[src/rtl/disp_filter_pkg.sv]
// Shared types and widths for the disparity-filter output path.
// DISP_BITS : disparity field width (DISP_BITS + 8 <= 16)
// SAMPLE_W  : zero-extended sample width in a packed word
// WORD_W    : packed output word width
package disp_filter_pkg;
  localparam int DISP_BITS = 5;
  localparam int SAMPLE_W  = 16;
  localparam int WORD_W    = 32;

  typedef struct packed {
    logic [DISP_BITS-1:0] disp;
    logic [7:0]           conf;
  } disp_conf_t;

  typedef logic [WORD_W-1:0] packed_word_t;

  // Contents of the output holding stage.
  typedef struct packed {
    packed_word_t data;
    logic         sop;
    logic         eop;
  } out_beat_t;
endpackage

[src/rtl/disp_conf_packer_st_out_reg.sv]
// st_out_reg: single-entry ready/valid holding stage carrying {data, sop, eop}.
// Ports:
//   clk, reset          clock, async active-high reset
//   load                write a new beat (caller guarantees stage empty or draining)
//   in_data/sop/eop     beat to load
//   out_ready           downstream accepts when out_valid && out_ready
//   out_data/sop/eop    held beat, stable while out_valid && !out_ready
//   out_valid           stage holds a beat
module st_out_reg
  import disp_filter_pkg::*;
(
  input  logic        clk,
  input  logic        reset,
  input  logic        load,
  input  logic [31:0] in_data,
  input  logic        in_sop,
  input  logic        in_eop,
  input  logic        out_ready,
  output logic [31:0] out_data,
  output logic        out_sop,
  output logic        out_eop,
  output logic        out_valid
);
  out_beat_t beat_q, beat_d;
  logic      valid_q, valid_d;

  // A load in the same cycle as a drain replaces the old beat without a bubble.
  always_comb begin
    beat_d  = beat_q;
    valid_d = valid_q;
    if (load) begin
      valid_d = 1'b1;
      beat_d  = '{data: in_data, sop: in_sop, eop: in_eop};
    end else if (out_ready) begin
      valid_d = 1'b0;
    end
  end

  always_ff @(posedge clk or posedge reset) begin
    if (reset) begin
      beat_q  <= '0;
      valid_q <= 1'b0;
    end else begin
      beat_q  <= beat_d;
      valid_q <= valid_d;
    end
  end

  assign out_data  = beat_q.data;
  assign out_sop   = beat_q.sop;
  assign out_eop   = beat_q.eop;
  assign out_valid = valid_q;
endmodule

[src/rtl/disp_conf_packer.sv]
// disp_conf_packer: packs {disp, conf} samples pairwise into 32-bit words
// {odd16, even16} with start/end-of-frame markers from column/row counters.
// Optional feature macro: DISP_CONF_PACKER_THRESH_EN -- when defined, the
// disp field of a sample whose conf < conf_thresh is zeroed before packing.
// Ports:
//   clk, reset                  clock, async active-high reset
//   in_data/in_valid/in_ready   sample stream, conf in [7:0]
//   conf_thresh                 confidence threshold (quasi-static)
//   out_data/out_valid/out_ready packed word stream
//   out_sop/out_eop             first/last word of a frame
//   frame_done                  high while the eop word is being accepted
module disp_conf_packer
  import disp_filter_pkg::*;
#(
  parameter int disp_bits        = DISP_BITS,
  parameter int dec_frame_width  = 240,
  parameter int dec_frame_height = 180
) (
  input  logic                 clk,
  input  logic                 reset,
  input  logic [disp_bits+7:0] in_data,
  input  logic                 in_valid,
  output logic                 in_ready,
  input  logic [7:0]           conf_thresh,
  output logic [31:0]          out_data,
  output logic                 out_valid,
  input  logic                 out_ready,
  output logic                 out_sop,
  output logic                 out_eop,
  output logic                 frame_done
);
  localparam int COL_W = (dec_frame_width  > 1) ? $clog2(dec_frame_width)  : 1;
  localparam int ROW_W = (dec_frame_height > 1) ? $clog2(dec_frame_height) : 1;

  logic                 have_low_q, have_low_d;
  logic [SAMPLE_W-1:0]  low_q, low_d;
  logic                 low_sop_q, low_sop_d;
  logic [COL_W-1:0]     col_q, col_d;
  logic [ROW_W-1:0]     row_q, row_d;

  logic                 in_fire, col_last, row_last, load;
  logic [7:0]           conf;
  logic [disp_bits-1:0] disp, disp_m;
  logic [SAMPLE_W-1:0]  sample16;
  logic                 st_valid;

  assign conf = in_data[7:0];
  assign disp = in_data[disp_bits+7:8];

`ifdef DISP_CONF_PACKER_THRESH_EN
  assign disp_m = (conf < conf_thresh) ? '0 : disp;
`else
  logic unused_conf_thresh;
  assign unused_conf_thresh = ^conf_thresh;
  assign disp_m = disp;
`endif

  assign sample16 = SAMPLE_W'({disp_m, conf});

  // The even half never waits; the odd half needs room in the output stage.
  assign in_ready = !have_low_q || !st_valid || out_ready;
  assign in_fire  = in_valid && in_ready;
  assign col_last = (col_q == COL_W'(dec_frame_width - 1));
  assign row_last = (row_q == ROW_W'(dec_frame_height - 1));
  assign load     = in_fire && have_low_q;

  always_comb begin
    have_low_d = have_low_q;
    low_d      = low_q;
    low_sop_d  = low_sop_q;
    col_d      = col_q;
    row_d      = row_q;
    if (in_fire) begin
      have_low_d = !have_low_q;
      if (!have_low_q) begin
        low_d     = sample16;
        low_sop_d = (col_q == '0) && (row_q == '0);
      end
      if (col_last) begin
        col_d = '0;
        row_d = row_last ? '0 : row_q + ROW_W'(1);
      end else begin
        col_d = col_q + COL_W'(1);
      end
    end
  end

  always_ff @(posedge clk or posedge reset) begin
    if (reset) begin
      have_low_q <= 1'b0;
      low_q      <= '0;
      low_sop_q  <= 1'b0;
      col_q      <= '0;
      row_q      <= '0;
    end else begin
      have_low_q <= have_low_d;
      low_q      <= low_d;
      low_sop_q  <= low_sop_d;
      col_q      <= col_d;
      row_q      <= row_d;
    end
  end

  // Even width means the odd half of the last pair sits at col W-1.
  st_out_reg u_out (
    .clk       (clk),
    .reset     (reset),
    .load      (load),
    .in_data   ({sample16, low_q}),
    .in_sop    (low_sop_q),
    .in_eop    (col_last && row_last),
    .out_ready (out_ready),
    .out_data  (out_data),
    .out_sop   (out_sop),
    .out_eop   (out_eop),
    .out_valid (st_valid)
  );

  assign out_valid  = st_valid;
  assign frame_done = st_valid && out_ready && out_eop;
endmodule

[config.mk]
export PLATFORM = sky130hd
export DESIGN_NAME = disp_conf_packer
export DESIGN_NICKNAME = d
export VERILOG_FILES = /design/src/rtl/disp_filter_pkg.sv /design/src/rtl/disp_conf_packer_st_out_reg.sv /design/src/rtl/disp_conf_packer.sv
export SDC_FILE = /design/constraint.sdc
export NUM_CORES = 1
export LEC_CHECK = 0
export ABC_CLOCK_PERIOD_IN_PS = 4300
export CAP_MARGIN = 20
export CORE_MARGIN = 4
export CORE_UTILIZATION = 26
export CTS_BUF_LIST = sky130_fd_sc_hd__clkbuf_8
export DETAILED_ROUTE_END_ITERATION = 8
export SETUP_SLACK_MARGIN = 0.5
export SLEW_MARGIN = 20
export SYNTH_ARGS = -nofsm -noshare
export SYNTH_HDL_FRONTEND = slang
export SYNTH_SLANG_ARGS = --single-unit
[constraint.sdc]
create_clock -name clk -period 4.3 [get_ports clk]
set_input_delay 0.86 -clock clk [delete_from_list [all_inputs] [get_ports clk]]
set_output_delay 0.86 -clock clk [all_outputs]
set_load 0.005 [all_outputs]
; Word-level counts from Yosys, hierarchy flattened
; Index checks and enable logic that the tools add are counted.
; W data, S select, Z words.
[word_totals]
output_inout_bits = 37
in_bits = 25
reg_bits = 60
word_cells = 33
[op_classes]
mux = 4
bitwise = 1
reduce_logical = 15
n_eq_ne = 2
addsub = 2
[ops]
columns = cell, n
row1 = $add A8 B1 Y8 const B, 2
row2 = $eq A8 B8 Y1 const B, 2
row3 = $logic_not A8 Y1, 2
row4 = $mux W8, 2
row5 = $logic_and A1 B1 Y1, 6
row6 = $reduce_and A2 Y1, 2
row7 = $logic_not A1 Y1, 2
row8 = $logic_or A1 B1 Y1, 2
row9 = $mux W1, 2
row10 = $reduce_bool A2 Y1, 1
row11 = $not A1 Y1, 1

; Longest topological paths before layout
[depth]
depth_word = 6
ltp_mapped = 6
mapped_depth_nobuf = 5

; By module
; A second synthesis with hierarchy kept.
[hier_totals]
hier_cells = 213
hier_area_um2 = 2957.8
[modules_own_cells]
columns = module, seq_area_each_um2, cells_per_inst, n_inst, area_each_um2
row1 = disp_conf_packer, 775.7, 137, 1, 1503.9
row2 = st_out_reg, 875.8, 76, 1, 1453.9

; Worst setup path after synthesis
; Ideal clock, no wire load.
[synth_path]
kind = input-to-reg
start = input out_ready
end = register u_out.beat_q, in the netlist u_out.out_data[0]
path_buffers = 2
setup_time_ps = 125
arrival_ps = 2064
slack_ps = 2112
stages = 6
required_time_ps = 4175
cell_sequence = nand3b_2 -> and2_1 -> nand2_1 -> buf_4 -> buf_4 -> mux2_2
[synth_between]
elab_chain_len = 3
[synth_lines]
columns = item, line_no
row1 = from (decl), disp_conf_packer.sv:27  ; input logic out_ready,
row2 = $logic_or A1 B1 Y1, disp_conf_packer.sv:61  ; assign in_ready = !have_low_q || !st_valid || out_ready;
row3 = $logic_and A1 B1 Y1, disp_conf_packer.sv:62  ; assign in_fire = in_valid && in_ready;
row4 = $logic_and A1 B1 Y1, disp_conf_packer.sv:65  ; assign load = in_fire && have_low_q;
row5 = to (signal assigned), disp_conf_packer_st_out_reg.sv:44  ; beat_q <= beat_d;
row6 = to (decl), disp_conf_packer_st_out_reg.sv:24  ; out_beat_t beat_q, beat_d;
; No other way between the ends.
; A chain may end at the register's enable or synchronous reset.

; Worst setup path after layout
[layout_path]
start = input out_ready
end = output in_ready
[layout_between]
elab_chain_len = 1
[layout_lines]
columns = item, line_no
row1 = $logic_or A1 B1 Y1, disp_conf_packer.sv:61
row2 = to (decl), disp_conf_packer.sv:23  ; output logic in_ready,
; No other way between the ends.

==> metrics.md <==
| Metric | Value |
|---|---|
| Lkg Pwr | `0.00143 uW` |
| Yosys cell types | `36` |
| Fin area | `3320 um^2` |
| Normalized max-slew margin | `0.376` |
| Clock latency on the worst-skew pair | `0.33 ns` |
| Crit path top cell by count | `clkdlybuf4s50_1` |
| Total clock sinks | `60` |
| Fin Setup TNS | `0 ns` |
| Yosys warns | `0` |
| Ys flop type | `dfrtp_1` |
| CP Data Required Time | `3.44 ns` |
| Worst R2R Start | `have_low_q` |
| Multi-input logic area | `958 um^2` |
| Total number of vias | `1694` |
| Gate Count Post-Synth | `202` |
| Share of cells above drive strength 1 | `0.229` |
| Power per cell area | `539 nW/um^2` |
| IO Count | `62` |
| Number of iterations in the first detailed-routing pass | `5` |
| Port Buf Inserts | `47` |
| # H-tree levels | `3` |
| Post-CTS sizing | `0` |
| EDFF count, synth | `0` |
| Num CTS Buffers | `9` |
| Number of routed nets with antenna violations | `0` |
| Final period util | `0.695` |
| Crit Path Category | `in -> out` |
| Fill count | `995` |
| Initial drt markers | `45` |
| Largest net degree at the start of global routing | `40` |
| Worst hold slack | `0.491 ns` |
| Compound-Gate Fraction of Synth Area | `0.0487` |
| Final nets | `282` |
| Yosys top cell area share | `0.584` |
| Seq/Total Area, Yosys | `0.584` |
| Adder-cell share of the synthesized area | `0.0195` |
| Fmax | `335 MHz` |
| Setup bufs post-CTS | `0` |
| CTS root buf | `clkbuf_8` |
| FF+latch count, synth | `60` |
| HPWL after detailed placement | `3470 um` |
| Mean Syn Cell Area | `12.7 um^2` |
| WP data arrival | `2.13 ns` |
| CTS max path bufs | `2` |
| Xor/xnor cell area share of the yosys netlist | `0.0170` |
| R2R depth | `5` |
| Max FO, Critical Path | `8` |
| Top cells by count, synth | `60 x dfrtp_1, 40 x mux2_2, 11 x inv_1, 11 x nand2_1, 10 x o21ai_0` |
| RSZ-0062 raised after global routing | `no` |
| Die Area | `11500 um^2` |
| R2R setup slack | `2.16 ns` |
| Rows | `36` |
| Count leader, synth | `dfrtp_1` |
| Area post-placement | `3160 um^2` |
| Hold Vio Cnt, Final | `0` |
| Crit end category | `output port` |
| Slew Limit Fails | `0` |
| Core area | `9680 um^2` |
| Hold buffers post-CTS | `0` |
| Worst setup margin | `1.31 ns` |
| Avg Vias per Cell | `4.33` |
| Routed len/inst | `12.9 um` |
| Main combinational cell family by area after synthesis | `multiplexers` |
| R2r endpoint | `u_out.out_data[5]` |
| Maximum capacitance violations | `0` |
| Mux share of post-synthesis cell area | `0.183` |
| Ys async rst share | `1.00` |
| Slowest CP cell | `clkdlybuf4s50_1` |
| Maximum VDD drop | `0.276 mV` |
| Vias in the first global route | `1766` |
| Hold Path Class | `reg -> reg` |
| Inserted Diodes | `0` |
| Place WS | `1.15 ns` |
| # DRC | `0` |
| Status | `finished clean` |
| Clk slew on worst S/H paths | `0.06 ns` |
| First-pass GRT wire length | `8460 um` |
| Measured slew at the worst slew-check pin | `0.932 ns` |
| Synth area leader | `dfrtp_1` |
| Worst hold start | `row_q[6]` |
| Hold endpoint | `row_q[6]` |
| Final min period | `2.99 ns` |
| Top cells by area, synth | `dfrtp_1 58%, mux2_2 18%, buf_4 2.3%` |
| FF+latch area | `1500 um^2` |
| Worst stage delay on the critical path | `0.53 ns` |
| Critical path launch point type | `input port` |
| Simple-gate share of the synthesized area | `0.0949` |
| Final setup violation count | `0` |
| CTS tree | `built` |
| Total track usage | `0.0942` |
| Clock Skew | `0.0109 ns` |
| GP Congestion | `0.802` |
| Worst hold stages | `1` |
| Worst-path cell chain | `clkdlybuf4s50_1 -> nand3b_2 -> clkdlybuf4s50_1` |
| Die Y | `107 um` |
| Synth Cell Area | `2570 um^2` |
| Total Wirelength | `5030 um` |
| Area Growth Syn to Fin | `29.1%` |
| Gr ovfl total | `0` |
| Die W | `107 um` |
| Initial antenna violation count | `0` |
| Initial Util | `0.266` |
## critical path, delay by kind of cell
kind / cells / cell delay, ns
buf+inv: 2 / 0.97
simple gates: 1 / 0.31
## metal layers
layer / vias to the layer above / share of wire / track usage
li1: 795 / - / -
met1: 842 / 0.45 / 0.116
met2: 44 / 0.46 / 0.144
met3: 13 / 0.057 / 0.0330
met4: 0 / 0.029 / 0.0514
met5: - / 0 / 0
## where the power goes
part	internal, uW	leakage [uW]	switching [uW]
logic	351	0.000615	165
registers	742	0.000718	113
clock network	214	0.000101	204
total	1310	0.00143	482
## worst max path at each step
stage / depth (start not counted) / startpoint / to
3_5_place_dp: 6 / out_ready / u_out.out_data[19]
3_3_place_gp: 6 / out_ready / u_out.out_data[10]
4_1_cts: 3 / out_ready / in_ready
2_1_floorplan: 1 / reset / col_q[0]
6_report: 3 / out_ready / in_ready
5_1_grt: 3 / out_ready / in_ready
## cells by family after synthesis
kind of cell	Yosys count
other	1
multiplexers	42
flip-flops	60
adder cells (fa/ha/maj)	4
buffers and inverters	26
AO/OA/AOI/OAI	21
XOR/XNOR	5
AND/OR/NAND/NOR	43
## final cells by class
cell class	instances	area share
sequential	60	0.452
inverter	12	0.0136
clock buffer	10	0.0415
multi-input combinational	121	0.289
tap	133	0.0501
clock inverter	6	0.00754
timing repair buffer	49	0.146
## layout by cell type, fill, tap and decap left out, types with 4 or more instances in the layout
| cell type | netlist | routed |
|---|---|---|
| dfrtp_1 | 60 | 60 |
| clkdlybuf4s50_1 | 0 | 47 |
| mux2_2 | 40 | 40 |
| inv_1 | 11 | 14 |
| nand2_1 | 11 | 11 |
| o21ai_0 | 10 | 10 |
| clkbuf_8 | 0 | 10 |
| nand3_1 | 7 | 7 |
| conb_1 | 1 | 6 |
| nand4_1 | 4 | 4 |
| ha_1 | 4 | 4 |
## per-stage QoR
stage	total power, uW	utilization	instances
finish	1790	0.343	391
global route	1910	0.343	391
CTS	1820	0.343	391
detailed placement	1390	0.326	375
global placement	1380	0.326	375
floorplan	1090	-	207
## registers in the layout, indices dropped and copies added, names as in the netlist
name             count
u_out.out_data      26
low_q               13
col_q                8
row_q                8
have_low_q           1
low_sop_q            1
u_out.out_eop        1
u_out.out_sop        1
u_out.out_valid      1
(Power assumes the default switching activity.)
